--- config.mk ---
export PLATFORM = sky130hd
export DESIGN_NAME = viterbi_txrx_flat
export DESIGN_NICKNAME = d
export VERILOG_FILES = /design/src/rtl/viterbi_pkg.sv /design/src/rtl/viterbi_txrx_if.sv /design/src/rtl/viterbi_acs.sv /design/src/rtl/viterbi_txrx.sv /design/src/flat_wrapper.sv
export SDC_FILE = /design/constraint.sdc
export NUM_CORES = 2
export LEC_CHECK = 0
export CORE_UTILIZATION = 50
export CTS_BUF_LIST = sky130_fd_sc_hd__clkbuf_8
export CTS_CLUSTER_SIZE = 24
export DETAILED_ROUTE_END_ITERATION = 10
export MAX_ROUTING_LAYER = met4
export PLACE_DENSITY_LB_ADDON = 0.05
export SLEW_MARGIN = 25
export SYNTH_ARGS = -nofsm -noshare
export SYNTH_HDL_FRONTEND = slang
export SYNTH_SLANG_ARGS = --single-unit
--- constraint.sdc ---
create_clock -name clk -period 10.2 [get_ports clk]
set_input_delay 1.53 -clock clk [delete_from_list [all_inputs] [get_ports clk]]
set_output_delay 1.53 -clock clk [all_outputs]
set_load 0.05 [all_outputs]
--- src/rtl/viterbi_pkg.sv ---
// viterbi_pkg: shared constants, types and code helpers for the viterbi_txrx
// loopback link (rate-1/2, K=3 convolutional code with a Viterbi decoder).
package viterbi_pkg;

  localparam int K          = 3;
  localparam logic [2:0] G0 = 3'o7;
  localparam logic [2:0] G1 = 3'o5;
  localparam int NUM_STATES = 4;
  localparam int METRIC_W   = 6;

  localparam int LATENCY    = 4105;
  localparam int TB_DEPTH   = 32;
  localparam int ERR_PERIOD = 16;

  // The survivor memory accounts for TB_DEPTH cycles of latency; the delay
  // line makes up the rest so a bit emerges exactly LATENCY edges later.
  localparam int DELAY_LEN  = LATENCY - TB_DEPTH;

  // Fibonacci LFSR, taps 16,14,13,11 mapped to bit positions 15,13,12,10.
  localparam logic [15:0] LFSR_SEED = 16'hACE1;
  localparam logic [15:0] LFSR_TAPS = 16'hB400;

  typedef logic [METRIC_W-1:0] metric_t;
  typedef logic [1:0]          sym_t;

  localparam metric_t METRIC_MAX = '1;

  // Code symbol {c1,c0} for the shift register contents {d, s1, s0}.
  function automatic sym_t conv_sym(input logic [2:0] regs);
    return {^(regs & G1), ^(regs & G0)};
  endfunction

  // Hamming distance between an expected and a received symbol (0..2).
  function automatic logic [1:0] branch_metric(input sym_t a, input sym_t b);
    sym_t x;
    x = a ^ b;
    return {1'b0, x[0]} + {1'b0, x[1]};
  endfunction

endpackage

--- src/rtl/viterbi_txrx_if.sv ---
// viterbi_txrx_if: source-bit / decoded-bit bundle of the loopback link.
// The master side supplies data and enable, the slave side returns decoded bits.
interface viterbi_txrx_if;
  logic encoder_i;
  logic enable_encoder_i;
  logic decoder_o;

  modport master (output encoder_i, output enable_encoder_i, input decoder_o);
  modport slave  (input encoder_i, input enable_encoder_i, output decoder_o);
endinterface

--- src/rtl/viterbi_acs.sv ---
// viterbi_acs: one add-compare-select cell of the 4-state Viterbi decoder.
// Sums are formed one bit wider so an unreachable (63) predecessor cannot wrap;
// the result saturates at the metric maximum before normalisation in the top.
module viterbi_acs
  import viterbi_pkg::*;
(
  input  metric_t    pm0_i,
  input  metric_t    pm1_i,
  input  logic [1:0] bm0_i,
  input  logic [1:0] bm1_i,
  output metric_t    pm_o,
  output logic       dec_o
);

  logic [METRIC_W:0] sum0;
  logic [METRIC_W:0] sum1;
  logic [METRIC_W:0] sel;

  // Add both candidates, keep the smaller one; ties favour predecessor 0.
  always_comb begin
    sum0  = {1'b0, pm0_i} + {{(METRIC_W-1){1'b0}}, bm0_i};
    sum1  = {1'b0, pm1_i} + {{(METRIC_W-1){1'b0}}, bm1_i};
    dec_o = (sum1 < sum0);
    sel   = dec_o ? sum1 : sum0;
    pm_o  = (sel > {1'b0, METRIC_MAX}) ? METRIC_MAX : sel[METRIC_W-1:0];
  end

endmodule

--- src/rtl/viterbi_txrx.sv ---
// viterbi_txrx: convolutional encoder -> hard-decision channel -> Viterbi
// decoder (register exchange) -> latency-padding delay line.
// Optional feature macro: VITERBI_ERR_INJ_EN enables LFSR-driven channel
// error injection; without it the channel is transparent.
module viterbi_txrx
  import viterbi_pkg::*;
(
  input logic           clk,
  input logic           rst,
  viterbi_txrx_if.slave bus
);

  // Status visible to the bench by hierarchy.
  sym_t        err_inj;
  logic [15:0] bad_bit_ct;
  logic [15:0] word_ct;

  logic        data_bit;
  logic [1:0]  enc_state_q;
  sym_t        sym_q;
  sym_t        rx;

  metric_t                 pm_q   [NUM_STATES];
  metric_t                 pm_d   [NUM_STATES];
  metric_t                 acs_pm [NUM_STATES];
  metric_t                 pm_min;
  logic [NUM_STATES-1:0]   acs_dec;
  logic [TB_DEPTH-1:0]     surv_q [NUM_STATES];
  logic [TB_DEPTH-1:0]     surv_d [NUM_STATES];
  logic [1:0]              best_state;
  logic                    oldest_bit;
  logic [DELAY_LEN-1:0]    dly_q;

  assign data_bit = bus.encoder_i & bus.enable_encoder_i;

  // Encoder: register the code symbol and shift the new bit into the state.
  always_ff @(posedge clk or negedge rst) begin
    if (!rst) begin
      enc_state_q <= '0;
      sym_q       <= '0;
    end else begin
      sym_q       <= conv_sym({data_bit, enc_state_q});
      enc_state_q <= {data_bit, enc_state_q[1]};
    end
  end

`ifdef VITERBI_ERR_INJ_EN
  logic [15:0] lfsr_q;

  // Flip one symbol bit in the last cycle of each error period.
  always_comb begin
    err_inj = '0;
    if (word_ct[3:0] == 4'(ERR_PERIOD - 1)) begin
      err_inj = lfsr_q[0] ? 2'b10 : 2'b01;
    end
  end

  // LFSR free-runs every cycle to pick which symbol bit gets corrupted.
  always_ff @(posedge clk or negedge rst) begin
    if (!rst) begin
      lfsr_q <= LFSR_SEED;
    end else begin
      lfsr_q <= {lfsr_q[14:0], ^(lfsr_q & LFSR_TAPS)};
    end
  end
`else
  assign err_inj = '0;
`endif

  assign rx = sym_q ^ err_inj;

  // Cycle counter and saturating count of corrupted channel bits.
  always_ff @(posedge clk or negedge rst) begin
    if (!rst) begin
      word_ct    <= '0;
      bad_bit_ct <= '0;
    end else begin
      word_ct <= word_ct + 16'd1;
      if ((err_inj != '0) && (bad_bit_ct != 16'hFFFF)) begin
        bad_bit_ct <= bad_bit_ct + 16'd1;
      end
    end
  end

  // New state {n1,n0} is reached from {n0,0} and {n0,1} with input bit n1.
  for (genvar n = 0; n < NUM_STATES; n++) begin : g_acs
    localparam logic [1:0] NS = 2'(n);
    logic [1:0] bm0;
    logic [1:0] bm1;

    assign bm0 = branch_metric(conv_sym({NS, 1'b0}), rx);
    assign bm1 = branch_metric(conv_sym({NS, 1'b1}), rx);

    viterbi_acs u_acs (
      .pm0_i (pm_q[{NS[0], 1'b0}]),
      .pm1_i (pm_q[{NS[0], 1'b1}]),
      .bm0_i (bm0),
      .bm1_i (bm1),
      .pm_o  (acs_pm[n]),
      .dec_o (acs_dec[n])
    );
  end

  // Normalise metrics against the minimum and extend the chosen survivors.
  always_comb begin
    pm_min = acs_pm[0];
    for (int s = 1; s < NUM_STATES; s++) begin
      if (acs_pm[s] < pm_min) pm_min = acs_pm[s];
    end
    for (int s = 0; s < NUM_STATES; s++) begin
      pm_d[s]   = acs_pm[s] - pm_min;
      surv_d[s] = {surv_q[{s[0], acs_dec[s]}][TB_DEPTH-2:0], s[1]};
    end
  end

  // Path metrics and survivor registers; state 0 starts as the only likely one.
  always_ff @(posedge clk or negedge rst) begin
    if (!rst) begin
      for (int s = 0; s < NUM_STATES; s++) begin
        pm_q[s]   <= (s == 0) ? metric_t'(0) : METRIC_MAX;
        surv_q[s] <= '0;
      end
    end else begin
      for (int s = 0; s < NUM_STATES; s++) begin
        pm_q[s]   <= pm_d[s];
        surv_q[s] <= surv_d[s];
      end
    end
  end

  // Oldest bit of the lowest-metric survivor; ties go to the lowest index.
  always_comb begin
    best_state = '0;
    for (int s = 1; s < NUM_STATES; s++) begin
      if (pm_q[s] < pm_q[best_state]) best_state = 2'(s);
    end
    oldest_bit = surv_q[best_state][TB_DEPTH-1];
  end

  // Delay line pads the decoder output to the fixed end-to-end latency.
  always_ff @(posedge clk or negedge rst) begin
    if (!rst) begin
      dly_q <= '0;
    end else begin
      dly_q <= {dly_q[DELAY_LEN-2:0], oldest_bit};
    end
  end

  assign bus.decoder_o = dly_q[DELAY_LEN-1];

endmodule

--- src/flat_wrapper.sv ---
// flat-port wrapper written by rule: the top's interface ports become plain ports
module viterbi_txrx_flat import viterbi_pkg::*;
  (clk, rst, bus_encoder_i, bus_enable_encoder_i, bus_decoder_o);
  viterbi_txrx_if bus_i ();
  input logic clk;
  input logic rst;
  input wire logic [$bits(bus_i.encoder_i)-1:0] bus_encoder_i;
  input wire logic [$bits(bus_i.enable_encoder_i)-1:0] bus_enable_encoder_i;
  output wire logic [$bits(bus_i.decoder_o)-1:0] bus_decoder_o;
  assign bus_i.encoder_i = bus_encoder_i;
  assign bus_i.enable_encoder_i = bus_enable_encoder_i;
  assign bus_decoder_o = bus_i.decoder_o;
  viterbi_txrx u_core (.clk(clk), .rst(rst), .bus(bus_i));
endmodule
# ---- Yosys cells after proc, flatten, opt, wreduce, memory -nomap -nowiden
# Index checks and enable logic that the tools add are counted.
dict set report classes {
  bitwise_logic 11
  n_shift 0
  reduce_logical 2
  mul 0
  add_sub_neg 16
  magnitude_cmp 21
  n_eq_ne 0
  mux 35
  n_div 0
}
# operator count
set ops {}
lappend ops {{binary-select mux 32 bit (select 2 bit)} 5}
lappend ops {{two-way mux 31 bit} 8}
lappend ops {{two-way mux 6 bit} 11}
lappend ops {{two-way mux 32 bit} 2}
lappend ops {{adder 6 x 2 -> 7 bit} 8}
lappend ops {{< comparator 6 bit} 6}
lappend ops {{greater-than comparator 7 x 6 -> 1 bit (second input constant)} 4}
lappend ops {{< comparator 7 bit} 4}
lappend ops {{two-way mux 7 bit} 4}
lappend ops {{binary-select mux 6 bit (select 2 bit)} 2}
lappend ops {{subtractor 6 bit} 4}
lappend ops {{greater-or-equal comparator 3 bit (second input constant)} 7}
lappend ops {{NOT 2 -> 3 bit} 5}
lappend ops {{adder 1 x 1 -> 2 bit} 4}
lappend ops {{NOT 1 -> 3 bit} 2}
lappend ops {{parity 3 bit} 2}
lappend ops {{two-way mux 2 bit} 2}
lappend ops {{NOT 1 bit} 2}
lappend ops {{NOT 2 bit} 1}
lappend ops {{AND 1 bit} 1}
lappend ops {{two-way mux 1 bit} 1}
dict set report totals {
  ramBits 0
  latch_bits 0
  wordCells 96
  in_bits 4
  mem_bits_ro 0
  n_memories 0
  register_bits 4227
}

# ---- Longest topological paths before layout
dict set report logic_depth {
  depth_word 18
  depth_mapped 49
  ltp_nobuf 43
}

# ---- By module
# A second synthesis with hierarchy kept.
dict set report hier_totals {
  hier_cells 4982
  area_unflattened_um2 111777.2
}
# module area_per_inst_um2 n_inst cells_per_inst seq_area_each_um2
set modules_own_cells {}
lappend modules_own_cells {viterbi_txrx 109630.1 1 4698 105723.9}
lappend modules_own_cells {viterbi_acs 536.8 4 71 0.0}

# ---- Worst setup path after synthesis
# OpenSTA, ideal clock, no wires.
dict set report synth_timing {
  path_type {register -> register}
  startpoint {register u_core.sym_q[0] (netlist: u_core.rx[0])}
  endpoint {register u_core.pm_q[22] (netlist bit)}
  path_stages_with_launch 45
  t_required_ns 10.078
  setup_ns 0.122
  n_path_buf 5
  arrival_ns 9.263
  setup_slack_ns 0.815
  synth_period_minus_slack_ns 9.385
  path_cell_list {dfrtp_1 inv_1 ha_1 inv_1 ha_1 ha_1 a21oi_1 nor2_1 xnor2_1 ha_1 a2111o_1 o22ai_1 clkbuf_1 nand2_1 o31ai_1 inv_1 ha_1 or4_1 [... 9 more ...] nor2_2 buf_6 mux2i_1 ha_1 or3_1 nor3_1 nor4_1 a31oi_2 buf_6 clkbuf_1 o21ai_0 ha_1 inv_1 ha_1 a21oi_1 maj3_1 maj3_2 xor2_1}
}
# item line_no
set synth_lines {}
lappend synth_lines {{from (decl)} viterbi_txrx.sv:20} ;# sym_t sym_q;
lappend synth_lines {{from (signal assigned)} viterbi_txrx.sv:42} ;# sym_q <= conv_sym({data_bit, enc_state_q});
lappend synth_lines {{to (signal, indexed assignment)} viterbi_txrx.sv:120} ;# pm_q[s] <= (s == 0) ? metric_t'(0) : METRIC_MAX;
lappend synth_lines {{to (signal, indexed assignment)} viterbi_txrx.sv:125} ;# pm_q[s] <= pm_d[s];
lappend synth_lines {{to (decl)} viterbi_txrx.sv:23} ;# metric_t pm_q [NUM_STATES];

==> results.md <==
* CTS root buffer: sky130_fd_sc_hd__clkbuf_8
* Final critical delay including setup and external delays at 9490 ps
* Share of cells above drive strength 1 at 19.0%
* Cell type contributing the most total cell area after synthesis: sky130_fd_sc_hd__dfrtp_1
* Number of warnings reported in the yosys synthesis log at 0
* Worst path max stage delay at 510 ps
* Vertical die dimension at 474 um
* Max Clock Freq at 105 MHz
* Crit path max fanout at 7
* Syn Inst Count at 4,949
* Critical path buffer and inverter count at 4
* Via total after detailed routing at 40,000
* DIE WIDTH at 474 um
* Number of global-route vias before repair at 45,000
* Least-Margin Pin Slew at 940 ps
* CTS tree: yes
* Cell count after placement at 7,963
* Critical Path Slowest Stage Cell: sky130_fd_sc_hd__or4_1
* Period utilization at 93.0%
* Final setup fails at 0
* Clock Skews at 67.3 ps
* Setup repair after global routing missed its margin: false
* Stages on worst setup path at 39
* Avg WL per Cell at 15.6 um
* Startpoint Class: register
* Top cells by area in the synthesized netlist: sky130_fd_sc_hd__dfrtp_1, sky130_fd_sc_hd__mux2_2, sky130_fd_sc_hd__ha_1
* Worst slew margin at 37.3%
* DRC violations left at 0
* Register area share after synthesis at 94.9%
* Starting Density at 50.5%
* Count of maximum capacitance violations at 0
* Total routing usage reported by global routing at 13.9%
* Combined area of all synthesized cells at 0.111 mm2
* Status: finished, final reports clean
* Maximum clock path buffer count at 4
* Number of nets with antenna violations after routing at 0
* Worst Path Required at 11,040 ps
* Critical setup path kind: register to register
* Dpl hpwl at 62,200 um
* Worst reg2reg startpoint: u_core.rx[0]
* Non-filler instance count after layout at 9,072
* Pin count of the biggest net entering global routing at 198
* Top-count cell post-synth: sky130_fd_sc_hd__dfrtp_1
* Fraction of synthesized cell area taken by the top area cell type at 94.4%
* Quantity of I/O buffers inserted on ports at 4
* Number of pins exceeding their max-slew limit in the final report at 0
* I/O Pins at 5
* Number of DRC markers after the initial detailed-route iteration at 2,625
* Die footprint at 0.225 mm2
* Clock Latency Late Sink at 1020 ps
* Total detailed-routing wirelength at 141,000 um
* Primary flip-flop cell chosen by synthesis mapping: sky130_fd_sc_hd__dfrtp_1
* Global-route wire length before repair at 244,000 um
* Area Growth Syn to Fin at 15.6%
* Maximum level of the CTS H-tree at 6
* Remaining global-route overflow at 0
* Number of buffers added by the clock tree synthesis step at 644
* Number of setup buffers added after CTS at 0
* Setup_tns at 0 ps
* Number of antenna violations at the first check in global routing at 2
* Standard-cell rows at 172
* Post-CTS clock slew at the launch and capture registers of the worst setup and hold paths at 60 ps
* Share of synthesized registers carrying an async set or reset at 100%
* Worst Hold Class: register to register
* Placeable core region at 0.221 mm2
* Utilization after layout at 58.4%
* Total of flip-flops plus latches after synthesis at 4,224
* Hold Violations, Final at 0
* Launch instance of the worst min-delay path: u_core.dly_q[5]
* Critical path endpoint: u_core.pm_q[22]
* Final weighted congestion in routability-driven placement at 0.764
* Net count of the mapped netlist at 5,029
* Fillers at 16,200
* CTS Sinks at 4,224
* Iteration count of the initial detailed-routing pass at 4
* Capturing element type of the critical path: register
* Number of enable flip-flop cells after synthesis at 0
* Cell types with the highest counts after synthesis: sky130_fd_sc_hd__dfrtp_1, sky130_fd_sc_hd__mux2_2, sky130_fd_sc_hd__ha_1, sky130_fd_sc_hd__nand2_1, sky130_fd_sc_hd__nor2_1
* Syn avg cell area at 22.5 um2
* Unique cell type count in the Yosys netlist at 78
* Capturing point of the worst reg2reg path: u_core.pm_q[22]
* Worst-case reg-to-reg path depth at 39
* Post-detailed-route via-to-cell ratio at 4.40
* Setup slack, reg-to-reg at 710 ps
* Gate family responsible for the most delay along the worst path: compound AO/OA/AOI/OAI gates
* Most common cell on crit path: sky130_fd_sc_hd__ha_1
* Critical Path Source: u_core.rx[0]
* Data arrival at the endpoint of the critical path at 10,330 ps
* Nets at 5,737
[registers in the layout, indices dropped and copies added (netlist names)]
| name | count |
|---|---|
| u_core.rx | 2 |
| u_core.enc_state_q | 2 |
| u_core.pm_q | 24 |
| u_core.dly_q | 4073 |
| u_core.surv_q | 123 |
[area by class of cell]
cell class / instances / area, um2 / area share (%)
Multi-Input combinational cell: 642 / 5420 / 4.21
Clock inverter: 282 / 1390 / 1.08
Antenna cell: 5 / 12.5 / 0.00971
Timing Repair Buffer: 97 / 1140 / 0.887
Sequential cell: 4224 / 106000 / 82.1
Clock buffer: 816 / 11200 / 8.72
Tap cell: 2958 / 3700 / 2.87
Inverter: 48 / 180 / 0.140
[cells in the final DEF (no fill, tap or decap), types with 9 or more instances in the layout]
cell type and n:
sky130_fd_sc_hd__nand3_1 10, sky130_fd_sc_hd__clkinv_2 35, sky130_fd_sc_hd__dfrtp_1 4206, sky130_fd_sc_hd__nand2_1 54
sky130_fd_sc_hd__o21ai_0 28, sky130_fd_sc_hd__nor2_1 49, sky130_fd_sc_hd__clkbuf_8 816, sky130_fd_sc_hd__xnor2_1 43
sky130_fd_sc_hd__buf_6 9, sky130_fd_sc_hd__ha_1 76, sky130_fd_sc_hd__nand2b_1 13, sky130_fd_sc_hd__a21oi_1 33
sky130_fd_sc_hd__mux2_2 123, sky130_fd_sc_hd__clkinvlp_4 15, sky130_fd_sc_hd__nor3_1 9, sky130_fd_sc_hd__and2_1 10
sky130_fd_sc_hd__buf_4 60, sky130_fd_sc_hd__o21a_1 10, sky130_fd_sc_hd__xor2_1 24, sky130_fd_sc_hd__dfstp_2 18
sky130_fd_sc_hd__a21o_1 15, sky130_fd_sc_hd__buf_12 17, sky130_fd_sc_hd__mux2i_1 20, sky130_fd_sc_hd__inv_1 261
[metrics by stage]
stage / hold slack, ps / instance area, um2 / setup slack (ps)
after global placement: 331 / 116000 / 605
after global routing: 282 / 129000 / 22.0
after floorplan: 331 / 111000 / 815
final: 281 / 129000 / 714
after detailed placement: 335 / 116000 / 470
after CTS: 271 / 129000 / 431
[cells by family (layout without fill, tap and decap cells)]
logic type               after synthesis  in the layout  synth area share, %
other                                  1              6              0.00337
AND/OR/NAND/NOR                      184            184                0.816
multiplexers                         145            145                 1.46
XOR/XNOR                              69             69                0.556
adder cells (fa/ha/maj)               83             83                0.918
flip-flops                          4224           4224                 94.9
buffers and inverters                 83           1243                0.320
AO/OA/AOI/OAI                        160            160                 1.05
[timing repair]
action	in CTS	in global routing
endpoints found under the setup margin	0	6
resized for setup	0	5
hold buffers	0	0
[layer usage]
layer,GRT usage [%],wire [um]
met2,15.8,54200
met1,23.0,76600
met5,-,0
met3,3.64,6150
met4,6.04,4250
[how the worst min path moves through the flow]
stage                     slack, ps                 end  cells after the start
after floorplan                 330  u_core.dly_q[1000]                      0
after global placement          330  u_core.dly_q[3552]                      0
after detailed placement        330  u_core.dly_q[1001]                      0
after CTS                       270     u_core.dly_q[6]                      0
after global routing            280     u_core.dly_q[6]                      0
final                           280     u_core.dly_q[6]                      0
Power is not shown: default switching activity piles up to over one toggle a cycle in this logic, so the estimate is an artifact.
